===== src/rtl/wb_queue_pkg.sv =====
// Shared widths and entry payload for the write-back queue.
package wb_queue_pkg;

  localparam int unsigned REG_ADDR_W = 5;
  localparam int unsigned DATA_W     = 32;
  localparam int unsigned CNT_W      = 4;

  typedef struct packed {
    logic [REG_ADDR_W-1:0] addr;
    logic [DATA_W-1:0]     data;
  } wb_entry_t;

endpackage


===== src/rtl/wb_queue_match.sv =====
// Youngest-match bypass search over the occupied queue entries.
module wb_match
  import wb_queue_pkg::*;
#(
  parameter int unsigned DEPTH = 4,
  parameter int unsigned PTR_W = 2
) (
  input  wb_entry_t [DEPTH-1:0]   entries,
  input  logic [PTR_W-1:0]        head,
  input  logic [CNT_W-1:0]        count,
  input  logic [REG_ADDR_W-1:0]   raddr,
  output logic                    hit_c,
  output logic [DATA_W-1:0]       fwd_c
);

  logic [PTR_W-1:0] idx;

  // Walk oldest to youngest so the last match seen is the youngest.
  always_comb begin
    hit_c = 1'b0;
    fwd_c = '0;
    idx   = '0;
    for (int unsigned i = 0; i < DEPTH; i++) begin
      idx = head + PTR_W'(i);
      if ((CNT_W'(i) < count) && (raddr != '0) && (entries[idx].addr == raddr)) begin
        hit_c = 1'b1;
        fwd_c = entries[idx].data;
      end
    end
  end

endmodule


===== src/rtl/wb_queue.sv =====
// Write-back queue: arbitrates ALU/load results into a FIFO that drains
// one entry per cycle into the register file, with pending-write bypass.
module wb_queue
  import wb_queue_pkg::*;
#(
  parameter int unsigned DEPTH = 4
) (
  input  logic        clk,
  input  logic        rst_n,
  input  logic        alu_valid,
  output logic        alu_ready,
  input  logic [4:0]  alu_addr,
  input  logic [31:0] alu_data,
  input  logic        mem_valid,
  output logic        mem_ready,
  input  logic [4:0]  mem_addr,
  input  logic [31:0] mem_data,
  output logic        rf_we,
  output logic [4:0]  rf_waddr,
  output logic [31:0] rf_wdata,
  input  logic [4:0]  raddr1,
  input  logic [4:0]  raddr2,
  output logic        hit1,
  output logic        hit2,
  output logic [31:0] fwd1,
  output logic [31:0] fwd2,
  output logic        full,
  output logic        empty,
  output logic [3:0]  count
);

  localparam int unsigned PTR_W = (DEPTH > 1) ? $clog2(DEPTH) : 1;

  wb_entry_t [DEPTH-1:0] entries;
  wb_entry_t             in_entry;
  logic [PTR_W-1:0]      head;
  logic [PTR_W-1:0]      tail;
  logic [CNT_W-1:0]      cnt;
  logic                  push;
  logic                  store;
  logic                  pop;

  assign full      = (cnt == CNT_W'(DEPTH));
  assign empty     = (cnt == '0);
  assign count     = cnt;
  assign mem_ready = !full;
  assign alu_ready = !full && !mem_valid;

  // Load results win arbitration; writes to x0 are accepted and dropped.
  always_comb begin
    in_entry = '0;
    if (mem_valid) begin
      in_entry.addr = mem_addr;
      in_entry.data = mem_data;
    end else begin
      in_entry.addr = alu_addr;
      in_entry.data = alu_data;
    end
  end

  assign push  = (mem_valid && mem_ready) || (alu_valid && alu_ready);
  assign store = push && (in_entry.addr != '0);

  assign rf_we    = !empty;
  assign pop      = rf_we;
  assign rf_waddr = empty ? '0 : entries[head].addr;
  assign rf_wdata = empty ? '0 : entries[head].data;

  always_ff @(posedge clk or negedge rst_n) begin
    if (!rst_n) begin
      head <= '0;
      tail <= '0;
      cnt  <= '0;
    end else begin
      if (store) tail <= tail + PTR_W'(1);
      if (pop)   head <= head + PTR_W'(1);
      cnt <= cnt + CNT_W'(store) - CNT_W'(pop);
    end
  end

  // Payload storage carries no reset; occupancy is tracked by cnt alone.
  always_ff @(posedge clk) begin
    if (store) entries[tail] <= in_entry;
  end

  wb_match #(.DEPTH(DEPTH), .PTR_W(PTR_W)) u_match1 (
    .entries (entries),
    .head    (head),
    .count   (cnt),
    .raddr   (raddr1),
    .hit_c   (hit1),
    .fwd_c   (fwd1)
  );

  wb_match #(.DEPTH(DEPTH), .PTR_W(PTR_W)) u_match2 (
    .entries (entries),
    .head    (head),
    .count   (cnt),
    .raddr   (raddr2),
    .hit_c   (hit2),
    .fwd_c   (fwd2)
  );

endmodule


===== config.mk =====
export PLATFORM = sky130hd
export DESIGN_NAME = wb_queue
export DESIGN_NICKNAME = d
export VERILOG_FILES = /design/src/rtl/wb_queue_pkg.sv /design/src/rtl/wb_queue_match.sv /design/src/rtl/wb_queue.sv
export SDC_FILE = /design/constraint.sdc
export NUM_CORES = 1
export LEC_CHECK = 0
export BUFFER_PORTS_ARGS = -buffer_cell sky130_fd_sc_hd__buf_2
export CORE_ASPECT_RATIO = 1.1
export CORE_MARGIN = 4
export CORE_UTILIZATION = 50
export CTS_BUF_LIST = sky130_fd_sc_hd__clkbuf_8
export DETAILED_ROUTE_END_ITERATION = 6
export PLACE_DENSITY = 0.76
export RECOVER_POWER = 25
export SLEW_MARGIN = 30
export SYNTH_ARGS = -nofsm -noshare
export SYNTH_HDL_FRONTEND = slang
export SYNTH_SLANG_ARGS = --single-unit
export TNS_END_PERCENT = 10

===== constraint.sdc =====
create_clock -name clk -period 3.5 [get_ports clk]
set_clock_uncertainty 0.05 [all_clocks]
set_input_delay 0.35 -clock clk [delete_from_list [all_inputs] [get_ports clk]]
set_output_delay 0.35 -clock clk [all_outputs]
set_load 0.05 [all_outputs]

Word level (Yosys, flattened, before mapping)
Index checks and enable logic that the tools add are counted.

cells by class
  add/subtract/negate cells = 6
  multiply operators = 0
  div/mod/pow operators = 0
  $lt $le $gt $ge = 10
  equal/unequal tests = 9
  shifts and indexed selects = 0
  multiplexer cells = 30
  bitwise operators = 0
  reductions and logical operators = 29

operator list
  kind                   number
  $bmux W37 S2           4
  $mux W32               9
  $mux W37               6
  $bwmux W148            1
  $demux W37 S2          1
  $eq A5 B5 Y1           8
  $logic_and A1 B1 Y1    21
  $lt A2 B3 Y1 const B   5
  $reduce_bool A5 Y1     3
  $lt A1 B4 Y1 const A   2
  $lt A2 B4 Y1 const A   2
  $mux W1                8
  $mux W5                1
  $add A2 B1 Y2 const B  2
  $add A2 B2 Y2 const B  2
  $add A4 B1 Y4          1
  $eq A4 B3 Y1 const B   1
  $logic_not A4 Y1       1
  $sub A4 B1 Y4          1
  $logic_not A1 Y1       3
  $ge A2 B1 Y1 const B   1
  $logic_or A1 B1 Y1     1

storage, ports and cells
  register bits = 156
  bits in latches = 0
  memory bits (writable) = 0
  memory bits (read-only) = 0
  input port bits = 88
  output and inout bits = 112
  logic and storage cells = 95
  memories = 0

Depth between registers and ports, before layout
  depth in word-level cells = 8
  mapped depth = 12
  depth with buffers taken out = 12

Hierarchy
A second synthesis with hierarchy kept.

second synthesis, totals
  cells, all modules = 1257
  area, all modules = 15586.2 sq um

by module, submodules not included
  module    times used  cells each  area each (sq um)  seq. area each (sq um)
  wb_match  2           465         4519.3             0.0
  wb_queue  1           327         6547.5             4644.5

Worst setup path after synthesis
No wires, ideal clock.

  path kind = register to output
  from = reg entries[144] (netlist name)
  to = out fwd1[29]
  data arrival time = 3.510 ns
  data required time = 3.100 ns
  setup slack = -0.410 ns
  stages on the path, launching flop included = 11
  path buffers = 3
  cell sequence = edfxtp_1 > mux4_2 > or3_1 > a2111oi_2 > o21a_1 > buf_4 > buf_6 > buf_6 > nor3_1 > o21a_1 > o31ai_1

between the ends
  cells in the longest elaborated chain, start to end = 8
  elaborated cells between the ends (all ways) = 20
  classes of those cells = 4 x eq/ne; 12 x mux; 4 x reduce/logical

RTL lines
  item                    RTL line              source
  $bmux W37 S2            wb_queue_match.sv:25  if ((CNT_W'(i) < count) && (raddr != '0) && (entries[idx].addr == raddr)) begin
  $mux W37                --
  $eq A5 B5 Y1            wb_queue_match.sv:25
  $logic_and A1 B1 Y1     wb_queue_match.sv:25
  $mux W32 (3 in series)  wb_queue_match.sv:25
  $mux W32 *              wb_queue_match.sv:25
  to (decl)               wb_queue.sv:25        output logic [31:0] fwd1,

Every way passes the cells marked *; elsewhere a longest branch is shown, timed or not. The select of a mux whose other input is x is not followed.

Final worst setup path
  from = reg head[0]
  to = out fwd2[21]

between the ends
  cells in the longest elaborated chain, start to end = 8
  elaborated cells between the ends (all ways) = 23
  classes of those cells = 3 x add/sub; 4 x eq/ne; 12 x mux; 4 x reduce/logical

RTL lines
  item                                                            RTL line                                                          source
  from (decl)                                                     wb_queue.sv:36                                                    logic [PTR_W-1:0] head;
  from (signal assigned)                                          wb_queue.sv:76                                                    if (pop) head <= head + PTR_W'(1);
  $add A2 B1 Y2 or $bmux W37 S2 (tied branches)                   wb_queue_match.sv:24, wb_queue_match.sv:25, wb_queue_match.sv:27
  $bmux W37 S2 or $mux W37 (tied branches)                        wb_queue_match.sv:25, wb_queue_match.sv:27
  $mux W37 (not written as such) or $eq A5 B5 Y1 (tied branches)  wb_queue_match.sv:25
  $eq A5 B5 Y1 or $logic_and A1 B1 Y1 (tied branches)             wb_queue_match.sv:25
  $logic_and A1 B1 Y1 or $mux W32 (tied branches)                 wb_queue_match.sv:25
  $mux W32 (2 in series)                                          wb_queue_match.sv:25
  $mux W32 *                                                      wb_queue_match.sv:25
  to (decl)                                                       wb_queue.sv:26                                                    output logic [31:0] fwd2,

Marks and branches as above.

==> results.sh <==
export IMPL_antenna_cells=0
export IMPL_grt_total_usage=0.286
export IMPL_max_freq_mhz=255
export IMPL_dp_hpwl_um=28200
export IMPL_drive_gt1_frac=0.322
export IMPL_synthCells=1411
export IMPL_cts_max_path_buffers=2
export IMPL_clock_latency_ns=0.48
export IMPL_antenna_found_initial=0
export IMPL_wl_um=45000
export IMPL_worst_pin_slew_ns=1.25
export IMPL_numCtsBuffers=17
export IMPL_hold_viol_final=0
export IMPL_coreArea_um2=26100
export IMPL_grt_max_degree=222
export IMPL_yosysTopAreaCell="edfxtp_1"
export IMPL_cts_tree="done"
export IMPL_yosys_warnings=0
export IMPL_dp_cells=1903
export IMPL_drc_errors=0
export IMPL_routedWlPerCell_um=23.0
export IMPL_finalCritPeriodShare=1.12
export IMPL_totalPowerFinal_mw=18.2
export IMPL_io_buffers=199
export IMPL_period_needed_ns=3.93
export IMPL_synth_edf_count=148
export IMPL_grt_pass1_wl_um=66200
export IMPL_slowest_delay_ns=0.55
export IMPL_finalWorstSetupSlack_ns=-0.429
export IMPL_grt_overflow=0
export IMPL_place_ws_ns=-0.0409
export IMPL_area_growth_pct=26.6
export IMPL_synthArstFlopShare=0.0513
export IMPL_crit_path_max_fanout=28
export IMPL_p_leak_nw=6.03
export IMPL_ys_ff_latch=156
export IMPL_first_global_vias=12300
export IMPL_violations="negative setup slack"
export IMPL_clockRootBuffer="clkbuf_8"
export IMPL_ant_nets=0
export IMPL_cp_data_required_time_ns=3.10
export IMPL_drtIter0Drc=1713
export IMPL_avgSynthCellArea_um2=9.36
export IMPL_fin_nets=1688
export IMPL_critPathKind="flop to primary output"
export IMPL_stdcell_count=1954
export IMPL_relSlewSlack=0.169
export IMPL_peakVddDrop_mv=0.986
export IMPL_power_density_nw_per_um2=1090
export IMPL_ys_seq_area_frac=0.352
export IMPL_pin_count=200
export IMPL_die_area_um2=29100
export IMPL_drv_cap=0
export IMPL_clock_sinks=156
export IMPL_path_clk_slew_ns=0.10
export IMPL_rows=62
export IMPL_rsz0062_at_grt="yes"
export IMPL_fp_dieH_um=178
export IMPL_route_vias_total=13300
export IMPL_status="complete, but fails checks"
export IMPL_start_util=0.507
export IMPL_syn_num_nets=1510
export IMPL_final_max_slew_viol_count=0
export IMPL_crit_chain="buf_12 > mux4_2 > buf_4 > xnor2_2 > and4_2 > nand2_2 > buf_12 > o311ai_1 > o221ai_2 > buf_4 > buf_8"
export IMPL_worst_ep_arrival_time_ns=3.53
export IMPL_cp_slowest_cell="mux4_2"
export IMPL_cp_end_kind="primary output"
export IMPL_hold_path_class="input port to flop"
export IMPL_synth_top_area_frac=0.336
export IMPL_setup_viol=66
export IMPL_gp_congestion=0.924
export IMPL_fp_dieW_um=163
export IMPL_first_pass_iters=7
export IMPL_critPathLaunchType="flop"
export IMPL_vias_per_cell=6.81
export IMPL_netlist_area_um2=13200
export IMPL_yosysUniqueCellTypes=66
export IMPL_synth_flop_cell="edfxtp_1"
export IMPL_synth_area_top_cells="edfxtp_1 34%, mux2_2 8.4%, mux2i_1 6.5%"
export IMPL_h_tree_depth=4
cell type report:
class	instances	area, um^2
clock buffers	17	234
fillers	2093	9340
well taps	352	440
repair buffers	306	2640
clock inverters	15	136
multi-input cells	1092	8560
flip-flops and latches	156	4650
inverters	16	62.6
cells in the final DEF, fill, tap and decap left out, types with 61 or more instances in the layout:
cell      Yosys  layout
a21oi_1      73      72
buf_2        27     131
buf_4         9      79
edfxtp_1    148     148
mux2_2       98      77
mux2i_1      86      86
nand2_1      62      61
nor2_1       82      77
nor3_1      136     133
o21ai_0     104      84
sequential cells by signal, indices dropped and copies added, names as in the netlist:
name / cells
entries: 148
count: 4
head: 2
tail: 2
critical path: cells and delay by family (launching register included):
family          cells  cell delay [ns]
xor+xnor            1             0.14
simple gates        2             0.47
mux                 1             0.55
compound gates      2             0.59
buf+inv             5             0.83
flops               1             0.46
synthesized netlist by cell type, drive strengths merged, types with 8 or more instances:
cell type and number:
a22oi 29, buf 60, o21a 31, mux2 99
dfrtp 8, o31ai 28, and2 14, nor2 82
a211oi 32, nor2b 9, inv 15, ha 10
o311a 22, o22ai 26, o21ai 114, edfxtp 148
clkbuf 88, o22a 26, o221ai 33, xnor2 34
mux2i 86, nand3 10, a21oi 74, mux4 15
o2bb2ai 22, nand2 62, nor3 136, xor2 10
or3 36
layer usage:
metal / wire length, um / global-route usage
met4: 2000 / 0.120
met3: 4420 / 0.0490
met1: 17100 / 0.371
met5: 0 / 0
met2: 21500 / 0.474
cells by family after synthesis:
family / count (synthesis) / synth area share
buffers and inverters: 164 / 0.0529
flip-flops: 156 / 0.352
multiplexers: 200 / 0.175
XOR/XNOR: 44 / 0.0292
AND/OR/NAND/NOR: 369 / 0.134
AO/OA/AOI/OAI: 467 / 0.246
adder cells (fa/ha/maj): 11 / 0.0110
path summary, 6_finish.rpt:
path                                          start                endpoint  slack (ns)  cells past startpoint
max in group asynchronous                     rst_n     head[0]$_DFFE_PN0N_        2.75                      2
worst min register to register   count[0]$_DFF_PN0_      count[0]$_DFF_PN0_        0.56                      1
min in group asynchronous                     rst_n     tail[0]$_DFFE_PN0P_        0.29                      2
worst min-delay path                    alu_data[2]  entries[113]$_DFFE_PP_        0.16                      2
worst max-delay path            head[0]$_DFFE_PN0N_                fwd2[21]       -0.43                     11
worst max register to register   count[2]$_DFF_PN0_      count[2]$_DFF_PN0_        1.02                     11
stage by stage:
step	TNS [ns]	utilization	hold slack [ns]	instance area [um^2]
2_1_floorplan	-25.67	-	0.00441	13300
3_3_place_gp	-0.0601	0.581	0.159	15100
3_5_place_dp	-0.0999	0.581	0.160	15100
4_1_cts	-19.77	0.618	0.155	16100
5_1_grt	-27.18	0.642	0.181	16700
6_report	-20.70	0.642	0.163	16700
power breakdown:
part           switching [mW]  internal, mW  total, mW
sequential              0.435          2.71       3.14
combinational            8.86          4.84       13.7
clock                   0.765         0.574       1.34
total                    10.1          8.12       18.2
what timing repair did:
action                                  4_1_cts  5_1_grt
cloned                                        0       10
hold endpoints to repair                      8        0
pin swaps                                    12       42
endpoints found under the setup margin       66       66
gates resized for setup                     144       77
buffers inserted                              3        5
hold buffers                                  1        0
Note: power is estimated with default switching activity, not from simulation.
